### src/rtl/vga_sync_gen.sv
// VGA raster timing: pixel-rate enable, scan counters, and registered sync/blanking
// flags derived from next-state counters so they always match pixel_x/pixel_y.
module vga_sync_gen #(
   parameter int CLK_DIV   = 4,
   parameter int H_DISPLAY = 640,
   parameter int H_FRONT   = 16,
   parameter int H_SYNC    = 96,
   parameter int H_BACK    = 48,
   parameter int V_DISPLAY = 480,
   parameter int V_FRONT   = 10,
   parameter int V_SYNC    = 2,
   parameter int V_BACK    = 33
) (
   input  logic       clk,
   input  logic       rst,
   output logic       hsync,
   output logic       vsync,
   output logic       video_on,
   output logic       p_tick,
   output logic [9:0] pixel_x,
   output logic [9:0] pixel_y,
   output logic       frame_start
);

   localparam int DIV_W = (CLK_DIV > 1) ? $clog2(CLK_DIV) : 1;
   // Totals must stay <= 1024 so the 10-bit counters cover the full raster.
   localparam int H_TOTAL = H_DISPLAY + H_FRONT + H_SYNC + H_BACK;
   localparam int V_TOTAL = V_DISPLAY + V_FRONT + V_SYNC + V_BACK;

   localparam logic [DIV_W-1:0] DIV_LAST = DIV_W'(CLK_DIV - 1);
   localparam logic [9:0] H_LAST  = 10'(H_TOTAL - 1);
   localparam logic [9:0] V_LAST  = 10'(V_TOTAL - 1);
   localparam logic [9:0] H_VIS   = 10'(H_DISPLAY);
   localparam logic [9:0] V_VIS   = 10'(V_DISPLAY);
   localparam logic [9:0] HS_LO   = 10'(H_DISPLAY + H_FRONT);
   localparam logic [9:0] HS_HI   = 10'(H_DISPLAY + H_FRONT + H_SYNC - 1);
   localparam logic [9:0] VS_LO   = 10'(V_DISPLAY + V_FRONT);
   localparam logic [9:0] VS_HI   = 10'(V_DISPLAY + V_FRONT + V_SYNC - 1);

   logic [DIV_W-1:0] div_cnt, div_nxt;
   logic [9:0]       x_nxt, y_nxt;
   logic             x_wrap, y_wrap;

   always_comb begin
      p_tick  = !rst && (div_cnt == DIV_LAST);
      div_nxt = (div_cnt == DIV_LAST) ? '0 : div_cnt + 1'b1;
      x_wrap  = (pixel_x == H_LAST);
      y_wrap  = (pixel_y == V_LAST);
      x_nxt   = pixel_x;
      y_nxt   = pixel_y;
      if (p_tick) begin
         x_nxt = x_wrap ? 10'd0 : pixel_x + 10'd1;
         if (x_wrap)
            y_nxt = y_wrap ? 10'd0 : pixel_y + 10'd1;
      end
   end

   // Flags are registered from x_nxt/y_nxt: zero lag relative to the counters.
   always_ff @(posedge clk or posedge rst) begin
      if (rst) begin
         div_cnt     <= '0;
         pixel_x     <= '0;
         pixel_y     <= '0;
         hsync       <= 1'b1;
         vsync       <= 1'b1;
         video_on    <= 1'b0;
         frame_start <= 1'b0;
      end else begin
         div_cnt     <= div_nxt;
         pixel_x     <= x_nxt;
         pixel_y     <= y_nxt;
         hsync       <= !((x_nxt >= HS_LO) && (x_nxt <= HS_HI));
         vsync       <= !((y_nxt >= VS_LO) && (y_nxt <= VS_HI));
         video_on    <= (x_nxt < H_VIS) && (y_nxt < V_VIS);
         frame_start <= p_tick && x_wrap && y_wrap;
      end
   end

endmodule

### config.mk
export PLATFORM = sky130hd
export DESIGN_NAME = vga_sync_gen
export DESIGN_NICKNAME = d
export VERILOG_FILES = /design/src/rtl/vga_sync_gen.sv
export SDC_FILE = /design/constraint.sdc
export NUM_CORES = 1
export LEC_CHECK = 0
export BUFFER_PORTS_ARGS = -buffer_cell sky130_fd_sc_hd__buf_2
export CORE_MARGIN = 2
export CORE_UTILIZATION = 51
export CTS_BUF_LIST = sky130_fd_sc_hd__clkbuf_16
export DETAILED_ROUTE_END_ITERATION = 12
export PLACE_DENSITY_LB_ADDON = 0.25
export SLEW_MARGIN = 20
export SYNTH_ARGS = -nofsm -noshare
export SYNTH_HDL_FRONTEND = slang
export SYNTH_SLANG_ARGS = --single-unit
### constraint.sdc
create_clock -name clk -period 7.1 [get_ports clk]
set_input_delay 1.775 -clock clk [delete_from_list [all_inputs] [get_ports clk]]
set_output_delay 1.775 -clock clk [all_outputs]
set_load 0.03 [all_outputs]
# Yosys cells after proc, flatten, opt, wreduce, memory -nomap -nowiden
# Cells that the tools add are included.
[word_totals] regBits=26 in_bits=2
[classes] add_sub_neg=3 magnitude_cmp=6 n_eq_ne=3 n_mux=6 n_reduce_logical=9
[op_table] op="$mux W10" count=5
[op_table] op="$add A10 B1 Y10 const B" count=2
[op_table] op="$eq A10 B10 Y1 const B" count=2
[op_table] op="$ge A10 B10 Y1 const B" count=1
[op_table] op="$ge A10 B9 Y1 const B" count=1
[op_table] op="$le A10 B10 Y1 const B" count=1
[op_table] op="$le A10 B9 Y1 const B" count=1
[op_table] op="$lt A10 B10 Y1 const B" count=1
[op_table] op="$lt A10 B9 Y1 const B" count=1
[op_table] op="$logic_and A1 B1 Y1" count=6
[op_table] op="$logic_not A1 Y1" count=3
[op_table] op="$add A2 B1 Y2 const B" count=1
[op_table] op="$eq A2 B2 Y1 const B" count=1
[op_table] op="$mux W2" count=1

# Logic depth before layout (Yosys ltp)
# Gate-level depths: netlist of the first run.
[logic_depth] word_depth=7 ltp_mapped=8 mapped_depth_nobuf=7

# Least setup slack after synthesis of the first run
# No wires, ideal clock.
[synth_path] path_type="input-to-output" startpoint="in rst" endpoint="out p_tick" arrival_ns=2.226 setup_slack_ns=3.099 path_stages=2 n_path_buf=0 cell_sequence="nand2b_1 -> inv_1"
[synth_via] elab_chain_len=2
[synth_rtl] element="from (decl)" line="15" source="input logic rst,"
[synth_rtl] element="$logic_not A1 Y1 (no line)"
[synth_rtl] element="$logic_and A1 B1 Y1" line="45" source="p_tick = !rst && (div_cnt == DIV_LAST);"
[synth_rtl] element="to (decl)" line="19" source="output logic p_tick,"
# Every way passes these cells.

# Worst setup path in the final report of the first run
# Ends and elaborated chain as after synthesis.

==> results.txt, run 1 <==
----------------------------------------------------
[Cells and area]
  Number of fillers in the final layout ... 239
  Layout area overhead ... 15.6%
  Post-layout instance count excluding filler cells ... 209
  Final-stage net count ... 185
  Share of final-layout standard cells stronger than drive strength 1 ... 21.9%
  Final antenna diode count ... 0

[Logic synthesis]
  Total number of yosys warnings ... 0
  Number of flip-flops and latches in the synthesized netlist ... 26
  Portion of the post-synthesis area used by sequential elements ... 45.5%
  Synth top area cells ... sky130_fd_sc_hd__dfrtp_1, sky130_fd_sc_hd__nand2_1, sky130_fd_sc_hd__xnor2_1
  Dominant combinational cell family by area after synthesis ... simple AND/OR/NAND/NOR gates
  Most used flip-flop cell after synthesis ... sky130_fd_sc_hd__dfrtp_1
  Multiplexer share of the synthesized area ... 0%
  Adder and majority gate portion of the synthesized area ... 3.49%
  Mean Syn Cell Area ... 9.32 um^2
  Compound-Gate Fraction of Synth Area ... 15.3%
  Number of flops mapped to enable cells by yosys ... 0
  Largest area contributor in the netlist ... sky130_fd_sc_hd__dfrtp_1
  Synth Area in XOR/XNOR ... 6.10%
  Syn Std Cell Area ... 1440 um^2
  Synthesized-area fraction occupied by and/or/nand/nor cells ... 24.5%
  Library cells used by synthesis ... 42
  Fraction of post-synthesis cell area in the top cell type by area ... 41.8%
  Gate count of the mapped netlist ... 154
  Syn nets ... 160
  Post-synthesis async set-or-reset flop share ... 100%

[CTS]
  CTS Root Cell ... sky130_fd_sc_hd__clkbuf_16
  H-tree depth ... 1
  CTS-repair resized insts ... 0
  Clock transition at the register clock pins on the worst setup and hold paths after CTS ... 60 ps
  Insertion delay to the later sink of the worst-skew pair ... 260 ps
  Post-CTS setup buffer count ... 0
  Hold buffer count at CTS ... 0
  Number of buffers on the longest clock path ... 2
  Number of clock sinks seen by CTS ... 26
  Number of CTS-inserted buffers ... 3
  Clock tree from TritonCTS ... yes

[Placed design]
  Inst Count DP ... 205
  Placer congestion estimate ... 0.876
  Input/output buffers ... 26
  Detailed placer's ending HPWL ... 2.33 mm

[Routing]
  Routed Wire Length ... 3.15 mm
  Number of violations reported at the end of detailed-routing iteration 0 ... 49
  Via total after detailed routing ... 1259
  Drt wl/cell ... 15.1 um
  Vias per std cell ... 6.02
  Number of iterations in the first detailed-routing pass ... 4
  DRC Markers ... 0
  Final antenna-violating net count ... 0

[Floorplan]
  Initial core utilization ... 53.0%
  DIE HEIGHT ... 57.0 um
  Placeable core region ... 2710 um^2
  IO Pins ... 27
  Die area ... 3250 um^2
  Horizontal extent of the die ... 57.0 um
  Cell Rows ... 19

[Worst setup path]
  CP top delay family ... buffers and inverters
  Crit Reg-Reg Startpoint ... pixel_x[5]
  Most frequent cell on the critical path ... sky130_fd_sc_hd__buf_2
  Cell at the slowest stage of the critical path ... sky130_fd_sc_hd__nand2b_1
  Crit. path cell count ... 4
  Largest incremental delay on the critical path ... 220 ps
  Worst path buffer plus inverter count ... 3
  Startpoint Class ... input pin
  Type of the setup path with the least slack ... input pin to primary output
  Slack of the worst reg-to-reg path ... 4260 ps
  Path depth of the worst reg2reg path ... 5
  CP Capture Point ... p_tick
  Data arrival time of the critical path ... 2490 ps
  Largest fanout on the critical path ... 6
  Capturing element type of the critical path ... primary output
  Reg2Reg Capture Point ... video_on
  Data required time at the worst endpoint ... 5330 ps
  Sequence of cells on the critical path ... buf_2, nand2b_1, inv_1, buf_2
  Worst setup startpoint ... rst

[Global route]
  Fraction of met1 tracks used by global routing ... 27.4%
  Number of global-route vias before repair ... 1243
  Met3 usage ... 2.95%
  Tot GR Track Use ... 21.6%
  Antenna violations before repair ... 0
  Most used routing layer in global routing ... met2
  Fraction of met2 tracks used by global routing ... 38.1%
  Aggregate global routing overflow ... 0
  Largest net degree at the start of global routing ... 27
  First-pass GRT wire length ... 5.62 mm

[Power]
  Power per Cell Area ... 205 nW/um^2
  Net load switching power ... 0.0936 mW
  Sw Ratio ... 27.6%
  Fraction of power consumed by combinational cells ... 13.3%
  Sequential share of power ... 50.1%
  Part of the total power dissipated in the clock network ... 36.6%
  Peak ir drop on the vdd network ... 0.167 mV
  LEAKAGE ... 0.770 nW
  Cell internal power dissipation ... 0.246 mW

[Timing]
  Unrepaired setup endpoints after global routing ... false
  Final number of hold-violating endpoints ... 0
  Number of endpoints failing setup at the final stage ... 0
  Part of the cycle the worst path needs ... 60.1%
  Final sum of negative setup slack ... 0 ps
  Least-Margin Pin Slew ... 943 ps
  Min Tclk post-route ... 4270 ps
  Peak Freq ... 234 MHz
  Max Slew Vio Count ... 0
  Worst Clk Skew ... 3.79 ps
  Worst slew slack as a fraction of its limit ... 36.7%

[Min path]
  Class of the most critical hold timing path ... flop to flop

[Flow run]
  Total of max-cap violations ... 0

[Outcome]
  Run status ... finished clean

----------------------------------------------------
## sequential cells by signal, indices dropped and copies added (netlist names)
signal / cells
div_cnt: 2
vsync: 1
pixel_x: 10
video_on: 1
pixel_y: 10
frame_start: 1
hsync: 1
## logic make-up after synthesis
kind of cell / Yosys count
buffers and inverters: 19
DFF: 26
adders and majority gates: 4
AOI/OAI and AO/OA: 31
and+or+nand+nor: 64
xor gates and xnor gates: 10
## worst reg2reg max path: cells and delay by family, from the launching register on
kind / cells / cell delay, ps
simple gates: 3 / 1850
flops: 1 / 440
compound gates: 2 / 430
## layout make-up
class | count | area, um^2 | share of cell area [%]
multi-input cells | 109 | 709 | 42.8
flip-flops and latches | 26 | 653 | 39.4
repair buffers | 26 | 130 | 7.84
clock buffers | 3 | 75.1 | 4.52
inverters | 13 | 48.8 | 2.94
well taps | 31 | 38.8 | 2.34
clock inverters | 1 | 3.75 | 0.226
## power groups by stage
stage	Sequential, mW	Combinational (mW)	Clock, mW
after floorplan	0.188	0.0150	0
after global placement	0.171	0.0445	0
after detailed placement	0.173	0.0454	0
after CTS	0.170	0.0454	0.126
after global routing	0.172	0.0488	0.133
final	0.170	0.0451	0.124
## synthesized netlist by cell type, types with 4 or more instances
cell type	n
sky130_fd_sc_hd__nand4_1	7
sky130_fd_sc_hd__dfrtp_1	24
sky130_fd_sc_hd__nor3_1	4
sky130_fd_sc_hd__or3_1	5
sky130_fd_sc_hd__o31ai_1	4
sky130_fd_sc_hd__nand3_1	8
sky130_fd_sc_hd__nor4_1	4
sky130_fd_sc_hd__xnor2_1	7
sky130_fd_sc_hd__clkbuf_1	5
sky130_fd_sc_hd__a21oi_1	4
sky130_fd_sc_hd__ha_1	4
sky130_fd_sc_hd__nor2_1	4
sky130_fd_sc_hd__inv_1	13
sky130_fd_sc_hd__o21ai_0	9
sky130_fd_sc_hd__nand2_1	20
## metrics by stage
| stage | setup WS [ps] | hold slack, ps | utilization [%] | instance area [um^2] | power, mW |
|---|---|---|---|---|---|
| after floorplan | 3100 | 403 | - | 1440 | 0.203 |
| after global placement | 2900 | 413 | 58.3 | 1580 | 0.216 |
| after detailed placement | 2840 | 423 | 58.3 | 1580 | 0.218 |
| after CTS | 2840 | 432 | 61.2 | 1660 | 0.342 |
| after global routing | 2780 | 466 | 61.2 | 1660 | 0.354 |
| final | 2830 | 428 | 61.2 | 1660 | 0.340 |
## metal layers
metal | up-vias | part of all wire, %
li1 | 611 | -
met3 | 2 | 3.5
met1 | 606 | 45
met5 | - | 0
met4 | 0 | 0.48
met2 | 40 | 51
## worst min path at each step
stage / from / to / slack, ps / cells past startpoint
floorplan: div_cnt[0] / div_cnt[0] / 400 / 1
global placement: div_cnt[0] / div_cnt[0] / 410 / 1
detailed placement: div_cnt[0] / div_cnt[0] / 420 / 1
CTS: div_cnt[0] / div_cnt[0] / 430 / 1
global route: div_cnt[0] / div_cnt[0] / 470 / 1
finish: div_cnt[0] / div_cnt[0] / 430 / 1
## cell usage in the layout (no fill, tap or decap), types with 5 or more instances in the layout
cell type	count
sky130_fd_sc_hd__buf_2	26
sky130_fd_sc_hd__dfrtp_1	24
sky130_fd_sc_hd__nand2_1	20
sky130_fd_sc_hd__inv_1	12
sky130_fd_sc_hd__o21ai_0	9
sky130_fd_sc_hd__nand3_1	8
sky130_fd_sc_hd__nand4_1	7
sky130_fd_sc_hd__xnor2_1	7
sky130_fd_sc_hd__or3_1	5
(Power assumes the default switching activity.)
==> inputs of run 2 (changes only) <==
--- a/config.mk
+++ b/config.mk
@@ -5,6 +5,7 @@
 export SDC_FILE = /design/constraint.sdc
 export NUM_CORES = 1
 export LEC_CHECK = 0
+export ABC_AREA = 1
 export BUFFER_PORTS_ARGS = -buffer_cell sky130_fd_sc_hd__buf_2
 export CORE_MARGIN = 2
 export CORE_UTILIZATION = 51
==> constraint.sdc (replaced) <==
create_clock -name clk -period 4.25 [get_ports clk]
set_input_delay 1.0625 -clock clk [delete_from_list [all_inputs] [get_ports clk]]
set_output_delay 1.0625 -clock clk [all_outputs]
set_load 0.03 [all_outputs]
==> results.txt, run 2 <==
----------------------------------------------------
[Logic synthesis]
  Syn Std Cell Area ... 1660 um^2 (was 1440 um^2)
  Cell types with the highest counts after synthesis ... sky130_fd_sc_hd__nand2_1, sky130_fd_sc_hd__inv_1, sky130_fd_sc_hd__nor2_1, sky130_fd_sc_hd__nand3_1, sky130_fd_sc_hd__dfrtp_1 (was sky130_fd_sc_hd__dfrtp_1, sky130_fd_sc_hd__nand2_1, sky130_fd_sc_hd__inv_1, sky130_fd_sc_hd__o21ai_0, sky130_fd_sc_hd__nand3_1)
  Portion of the post-synthesis area used by sequential elements ... 39.5% (was 45.5%)
  Library cells used by synthesis ... 27 (was 42)
  Most used flip-flop cell after synthesis ... sky130_fd_sc_hd__dfrtp_1 (unchanged)
  Fraction of post-synthesis cell area in the top cell type by area ... 36.3% (was 41.8%)
  Mean Syn Cell Area ... 7.14 um^2 (was 9.32 um^2)
  Most frequent cell after synthesis ... sky130_fd_sc_hd__nand2_1 (was sky130_fd_sc_hd__dfrtp_1)
  Post-synthesis async set-or-reset flop share ... 100% (unchanged)
  Synth top area cells ... sky130_fd_sc_hd__dfrtp_1, sky130_fd_sc_hd__nand2_1, sky130_fd_sc_hd__inv_1 (was sky130_fd_sc_hd__dfrtp_1, sky130_fd_sc_hd__nand2_1, sky130_fd_sc_hd__xnor2_1)
  Total number of yosys warnings ... 0 (unchanged)
  Gate count of the mapped netlist ... 232 (was 154)
  Number of flip-flops and latches in the synthesized netlist ... 26 (unchanged)
  Syn nets ... 238 (was 160)
  Number of flops mapped to enable cells by yosys ... 0 (unchanged)
  Largest area contributor in the netlist ... sky130_fd_sc_hd__dfrtp_1 (unchanged)

[Min path]
  Class of the most critical hold timing path ... flop to flop (unchanged)
  Worst min-delay path startpoint ... div_cnt[0] (unchanged)
  Worst hold stages ... 1 (unchanged)
  Endpoint of the worst hold path ... div_cnt[0] (unchanged)

[Worst setup path]
  Data arrival time of the critical path ... 1830 ps (was 2490 ps)
  Path depth of the worst reg2reg path ... 12 (was 5)
  Worst path buffer plus inverter count ... 4 (was 3)
  CP top delay family ... buffers and inverters (unchanged)
  Slack of the worst reg-to-reg path ... 2360 ps (was 4260 ps)
  Capturing element type of the critical path ... primary output (unchanged)
  Largest fanout on the critical path ... 12 (was 6)
  Cell at the slowest stage of the critical path ... sky130_fd_sc_hd__buf_2 (was sky130_fd_sc_hd__nand2b_1)
  Crit Reg-Reg Startpoint ... div_cnt[0] (was pixel_x[5])
  Startpoint Class ... input pin (unchanged)
  Type of the setup path with the least slack ... input pin to primary output (unchanged)
  Sequence of cells on the critical path ... buf_2, inv_2, nand2_2, inv_2, buf_2 (was buf_2, nand2b_1, inv_1, buf_2)
  Reg2Reg Capture Point ... video_on (unchanged)
  Data required time at the worst endpoint ... 3190 ps (was 5330 ps)
  Largest incremental delay on the critical path ... 240 ps (was 220 ps)

[Floorplan]
  Die area ... 3720 um^2 (was 3250 um^2)
  Horizontal extent of the die ... 61.0 um (was 57.0 um)
  Cell Rows ... 20 (was 19)
  DIE HEIGHT ... 61.0 um (was 57.0 um)
  Placeable core region ... 3080 um^2 (was 2710 um^2)
  IO Pins ... 27 (unchanged)
  Initial core utilization ... 53.8% (was 53.0%)

[CTS]
  Post-CTS setup buffer count ... 0 (unchanged)
  CTS-repair resized insts ... 0 (unchanged)
  Hold buffer count at CTS ... 0 (unchanged)
  Insertion delay to the later sink of the worst-skew pair ... 260 ps (about the same)
  Clock tree from TritonCTS ... yes (unchanged)
  Number of buffers on the longest clock path ... 2 (unchanged)
  Clock transition at the register clock pins on the worst setup and hold paths after CTS ... 60 ps (about the same)
  CTS Root Cell ... sky130_fd_sc_hd__clkbuf_16 (unchanged)
  Number of clock sinks seen by CTS ... 26 (unchanged)
  H-tree depth ... 1 (unchanged)
  Number of CTS-inserted buffers ... 3 (unchanged)

[Global route]
  Number of global-route vias before repair ... 1429 (was 1243)
  Tot GR Track Use ... 23.1% (was 21.6%)
  Largest net degree at the start of global routing ... 27 (unchanged)
  Aggregate global routing overflow ... 0 (unchanged)
  Antenna violations before repair ... 0 (unchanged)
  First-pass GRT wire length ... 6.28 mm (was 5.62 mm)

[Power]
  LEAKAGE ... 1.11 nW (was 0.770 nW)
  Peak ir drop on the vdd network ... 0.200 mV (was 0.167 mV)
  Final total power ... 0.760 mW (was 0.340 mW)
  Power per Cell Area ... 390 nW/um^2 (was 205 nW/um^2)

[Timing]
  Min Tclk post-route ... 2900 ps
  Final number of hold-violating endpoints ... 0 (unchanged)
  Part of the cycle the worst path needs ... 68.1%
  Unrepaired setup endpoints after global routing ... false (unchanged)
  Final sum of negative setup slack ... 0 ps (unchanged)
  Peak Freq ... 345 MHz
  Max Slew Vio Count ... 0 (unchanged)
  Worst slew slack as a fraction of its limit ... 77.5% (was 36.7%)
  Least-Margin Pin Slew ... 337 ps (was 943 ps)
  Worst Clk Skew ... 3.93 ps (was 3.79 ps)
  Number of endpoints failing setup at the final stage ... 0 (unchanged)

[Cells and area]
  Share of final-layout standard cells stronger than drive strength 1 ... 21.4% (was 21.9%)
  Final antenna diode count ... 0 (unchanged)
  Most common cell after layout, fill and taps aside ... sky130_fd_sc_hd__nand2_1 (was sky130_fd_sc_hd__buf_2)
  Layout area overhead ... 17.7% (was 15.6%)
  Number of fillers in the final layout ... 286 (was 239)
  Commonest cells after routing, fill and taps aside ... sky130_fd_sc_hd__nand2_1, sky130_fd_sc_hd__inv_1, sky130_fd_sc_hd__nor2_1, sky130_fd_sc_hd__buf_2, sky130_fd_sc_hd__nand3_1 (was sky130_fd_sc_hd__buf_2, sky130_fd_sc_hd__dfrtp_1, sky130_fd_sc_hd__nand2_1, sky130_fd_sc_hd__inv_1, sky130_fd_sc_hd__o21ai_0)
  Final-stage net count ... 269 (was 185)
  Final Instance Area ... 1950 um^2 (was 1660 um^2)
  Biggest regs ... pixel_x: 10 flops, pixel_y: 10 flops, div_cnt: 2 flops (unchanged)

[Placed design]
  Detailed placer's ending HPWL ... 2.71 mm (was 2.33 mm)
  Placer congestion estimate ... 0.876 (about the same)
  Standard cell area after detailed placement ... 1840 um^2 (was 1580 um^2)
  Input/output buffers ... 26 (unchanged)

[Routing]
  Vias per std cell ... 4.78 (was 6.02)
  Final antenna-violating net count ... 0 (unchanged)
  Drt wl/cell ... 11.7 um (was 15.1 um)
  Number of violations reported at the end of detailed-routing iteration 0 ... 78 (was 49)
  Via total after detailed routing ... 1462 (was 1259)
  Routed Wire Length ... 3.57 mm (was 3.15 mm)
  Number of iterations in the first detailed-routing pass ... 4 (unchanged)
  DRC Markers ... 0 (unchanged)

[Flow run]
  Total of max-cap violations ... 0 (unchanged)

[Outcome]
  Run status ... finished clean (unchanged)

----------------------------------------------------
==> run 2: cells by family (layout without fill, tap and decap cells) <==
group / after synthesis / in the layout / share of synthesized area [%]
and+or+nand+nor: 142 / 142 / 41.9
buffers and inverters: 48 / 78 / 11.0
DFF: 26 / 26 / 39.5
AOI/OAI and AO/OA: 8 / 8 / 2.57
adders and majority gates: 4 / 4 / 3.02
xor gates and xnor gates: 4 / 4 / 2.12
==> run 2: stage by stage <==
step,worst slack [ps],std cells,hold WS (ps),util [%]
after floorplan,1210,232,403,-
after global placement,1370,302,421,59.9
after detailed placement,1360,302,422,59.9
after CTS,1360,306,438,63.3
after global routing,1290,306,452,63.3
final,1350,306,437,63.3
==> run 2: how the worst max path moves through the flow <==
stage,start,end,slack (ps),cells past startpoint
2_1_floorplan,rst,p_tick,1210,4
3_3_place_gp,rst,p_tick,1370,5
3_5_place_dp,rst,p_tick,1360,5
4_1_cts,rst,p_tick,1360,5
5_1_grt,rst,p_tick,1290,5
6_report,rst,p_tick,1350,5
==> run 2: cell type report <==
cell class / count / area (um^2) / area share (%)
inverter: 47 / 176 / 9.06
sequential: 26 / 653 / 33.5
clock inverter: 1 / 30.0 / 1.54
tap: 44 / 55.1 / 2.83
clock buffer: 3 / 75.1 / 3.85
timing repair buffer: 27 / 138 / 7.06
multi-input combinational: 158 / 821 / 42.1
==> run 2: metal layers <==
layer  track usage, %  wire, um
met2             40.2      1800
met4             6.21        39
met3             2.77        86
met5                0         0
met1             30.6      1640
==> run 2: where the power goes <==
part           switching (mW)  internal, mW
registers              0.0369         0.272
logic                   0.131        0.0493
clock network          0.0838         0.187
==> inputs of run 3 (changes only) <==
==> constraint.sdc (replaced) <==
create_clock -name clk -period 2.7 [get_ports clk]
set_input_delay 0.675 -clock clk [delete_from_list [all_inputs] [get_ports clk]]
set_output_delay 0.675 -clock clk [all_outputs]
set_load 0.03 [all_outputs]
==> results.txt, run 3 (synthesized netlist as in run 2, its figures left out) <==
----------------------------------------------------
[Worst setup path]
  Capturing element type of the critical path ... primary output (unchanged)
  Sequence of cells on the critical path ... ha_1, nand2_2, inv_2, buf_2 (was buf_2, inv_2, nand2_2, inv_2, buf_2)
  Worst path buffer plus inverter count ... 2 (was 4)
  Data required time at the worst endpoint ... 2030 ps (was 3190 ps)
  Startpoint Class ... flop (was input pin)
  CP top delay family ... buffers and inverters (unchanged)
  Worst setup startpoint ... div_cnt[0] (was rst)
  Largest incremental delay on the critical path ... 370 ps (was 240 ps)
  Cell at the slowest stage of the critical path ... sky130_fd_sc_hd__dfrtp_1 (was sky130_fd_sc_hd__buf_2)
  Largest fanout on the critical path ... 12 (unchanged)
  Type of the setup path with the least slack ... flop to primary output (was input pin to primary output)
  Data arrival time of the critical path ... 1460 ps (was 1830 ps)
  Crit Reg-Reg Startpoint ... pixel_x[0] (was div_cnt[0])

[Routing]
  Drt wl/cell ... 11.6 um (was 11.7 um)
  Number of violations reported at the end of detailed-routing iteration 0 ... 118 (was 78)
  Final antenna-violating net count ... 0 (unchanged)
  Via total after detailed routing ... 1488 (was 1462)
  Routed Wire Length ... 3.54 mm (was 3.57 mm)
  Vias per std cell ... 4.86 (was 4.78)
  Number of iterations in the first detailed-routing pass ... 4 (unchanged)
  DRC Markers ... 0 (unchanged)

[Timing]
  Unrepaired setup endpoints after global routing ... false (unchanged)
  Max Slew Vio Count ... 0 (unchanged)
  Min Tclk post-route ... 2130 ps
  Worst slew slack as a fraction of its limit ... 77.7% (was 77.5%)
  Part of the cycle the worst path needs ... 79.0%
  Final number of hold-violating endpoints ... 0 (unchanged)
  Least-Margin Pin Slew ... 335 ps (was 337 ps)
  Worst Clk Skew ... 3.42 ps (was 3.93 ps)
  Peak Freq ... 469 MHz
  Final worst-path setup slack ... 566 ps (was 1350 ps)
  Final sum of negative setup slack ... 0 ps (unchanged)
  Number of endpoints failing setup at the final stage ... 0 (unchanged)

[CTS]
  CTS-repair resized insts ... 0 (unchanged)
  CTS Root Cell ... sky130_fd_sc_hd__clkbuf_16 (unchanged)
  Post-CTS setup buffer count ... 0 (unchanged)
  H-tree depth ... 1 (unchanged)
  Hold buffer count at CTS ... 0 (unchanged)
  Number of clock sinks seen by CTS ... 26 (unchanged)
  Number of buffers on the longest clock path ... 2 (unchanged)
  Clock tree from TritonCTS ... yes (unchanged)
  Insertion delay to the later sink of the worst-skew pair ... 260 ps (about the same)
  Number of CTS-inserted buffers ... 3 (unchanged)
  Clock transition at the register clock pins on the worst setup and hold paths after CTS ... 60 ps (about the same)

[Floorplan]
  Placeable core region ... 3080 um^2 (unchanged)
  Initial core utilization ... 53.8% (unchanged)
  Horizontal extent of the die ... 61.0 um (unchanged)
  Cell Rows ... 20 (unchanged)
  DIE HEIGHT ... 61.0 um (unchanged)
  Die area ... 3720 um^2 (unchanged)
  IO Pins ... 27 (unchanged)

[Cells and area]
  Share of final-layout standard cells stronger than drive strength 1 ... 21.4% (unchanged)
  Post-layout instance count excluding filler cells ... 306 (unchanged)
  Final-stage net count ... 269 (unchanged)
  Number of fillers in the final layout ... 291 (was 286)
  Biggest regs ... pixel_x: 10 flops, pixel_y: 10 flops, div_cnt: 2 flops (unchanged)
  Most common cell after layout, fill and taps aside ... sky130_fd_sc_hd__nand2_1 (unchanged)
  Layout area overhead ... 17.7% (unchanged)
  Final antenna diode count ... 0 (unchanged)
  Commonest cells after routing, fill and taps aside ... sky130_fd_sc_hd__nand2_1, sky130_fd_sc_hd__inv_1, sky130_fd_sc_hd__nor2_1, sky130_fd_sc_hd__buf_2, sky130_fd_sc_hd__nand3_1 (unchanged)

[Min path]
  Worst min-delay path startpoint ... div_cnt[0] (unchanged)
  Class of the most critical hold timing path ... flop to flop (unchanged)

[Placed design]
  Detailed placer's ending HPWL ... 2.71 mm (about the same)
  Placer congestion estimate ... 0.914 (was 0.876)
  Inst Count DP ... 302 (unchanged)
  Input/output buffers ... 26 (unchanged)
  Pre-CTS setup slack ... 569 ps (was 1360 ps)

[Global route]
  Fraction of met2 tracks used by global routing ... 37.6% (was 40.2%)
  Aggregate global routing overflow ... 0 (unchanged)
  Most used routing layer in global routing ... met2 (unchanged)
  Fraction of met1 tracks used by global routing ... 30.0% (was 30.6%)
  First-pass GRT wire length ... 6.24 mm (was 6.28 mm)
  Number of global-route vias before repair ... 1469 (was 1429)
  Tot GR Track Use ... 22.7% (was 23.1%)
  Met3 usage ... 2.56% (was 2.77%)
  Antenna violations before repair ... 0 (unchanged)
  Largest net degree at the start of global routing ... 27 (unchanged)

[Flow run]
  Total of max-cap violations ... 0 (unchanged)

[Power]
  Peak ir drop on the vdd network ... 0.354 mV (was 0.200 mV)
  LEAKAGE ... 1.11 nW (unchanged)
  Power per Cell Area ... 617 nW/um^2 (was 390 nW/um^2)

[Outcome]
  Run status ... finished clean (unchanged)

----------------------------------------------------
-- run 3: cell counts in the layout (fill, tap and decap cells not counted) --
No cell type changed its count.
-- run 3: routing by layer --
layer	vias up	routed length (um)
li1	773	-
met1	676	1610
met2	30	1730
met3	9	113
met4	0	80
met5	-	0
-- run 3: path summary, 6_finish.rpt --
check,to,slack [ps],cells past startpoint
max in group asynchronous,hsync,1920,3
worst max register to register,video_on,790,11
worst min-delay path,div_cnt[0],450,1
worst max-delay path,p_tick,570,4
worst min register to register,div_cnt[0],450,1
min in group asynchronous,pixel_y[1],480,3
-- run 3: final cells by class --
| type | instances | area [um^2] | share of cell area (%) |
|---|---|---|---|
| tap | 44 | 55.1 | 2.83 |
| timing repair buffer | 27 | 138 | 7.06 |
| inverter | 47 | 176 | 9.06 |
| clock buffer | 3 | 75.1 | 3.85 |
| sequential | 26 | 653 | 33.5 |
| multi-input combinational | 158 | 821 | 42.1 |
| clock inverter | 1 | 30.0 | 1.54 |
-- run 3: stage by stage --
| step | hold WS (ps) | util, % | cell area (um^2) | power (mW) |
|---|---|---|---|---|
| 3_3_place_gp | 423 | 59.9 | 1840 | 0.776 |
| 2_1_floorplan | 403 | - | 1660 | 0.699 |
| 3_5_place_dp | 433 | 59.9 | 1840 | 0.777 |
| 4_1_cts | 450 | 63.3 | 1950 | 1.21 |
| 5_1_grt | 486 | 63.3 | 1950 | 1.27 |
| 6_report | 447 | 63.3 | 1950 | 1.20 |
-- run 3: power by group --
| part | total [mW] | internal [mW] | leakage [nW] | switching (mW) |
|---|---|---|---|---|
| logic | 0.281 | 0.0775 | 0.779 | 0.203 |
| registers | 0.487 | 0.428 | 0.283 | 0.0586 |
| clock network | 0.435 | 0.295 | 0.0511 | 0.140 |
| total | 1.20 | 0.801 | 1.11 | 0.401 |
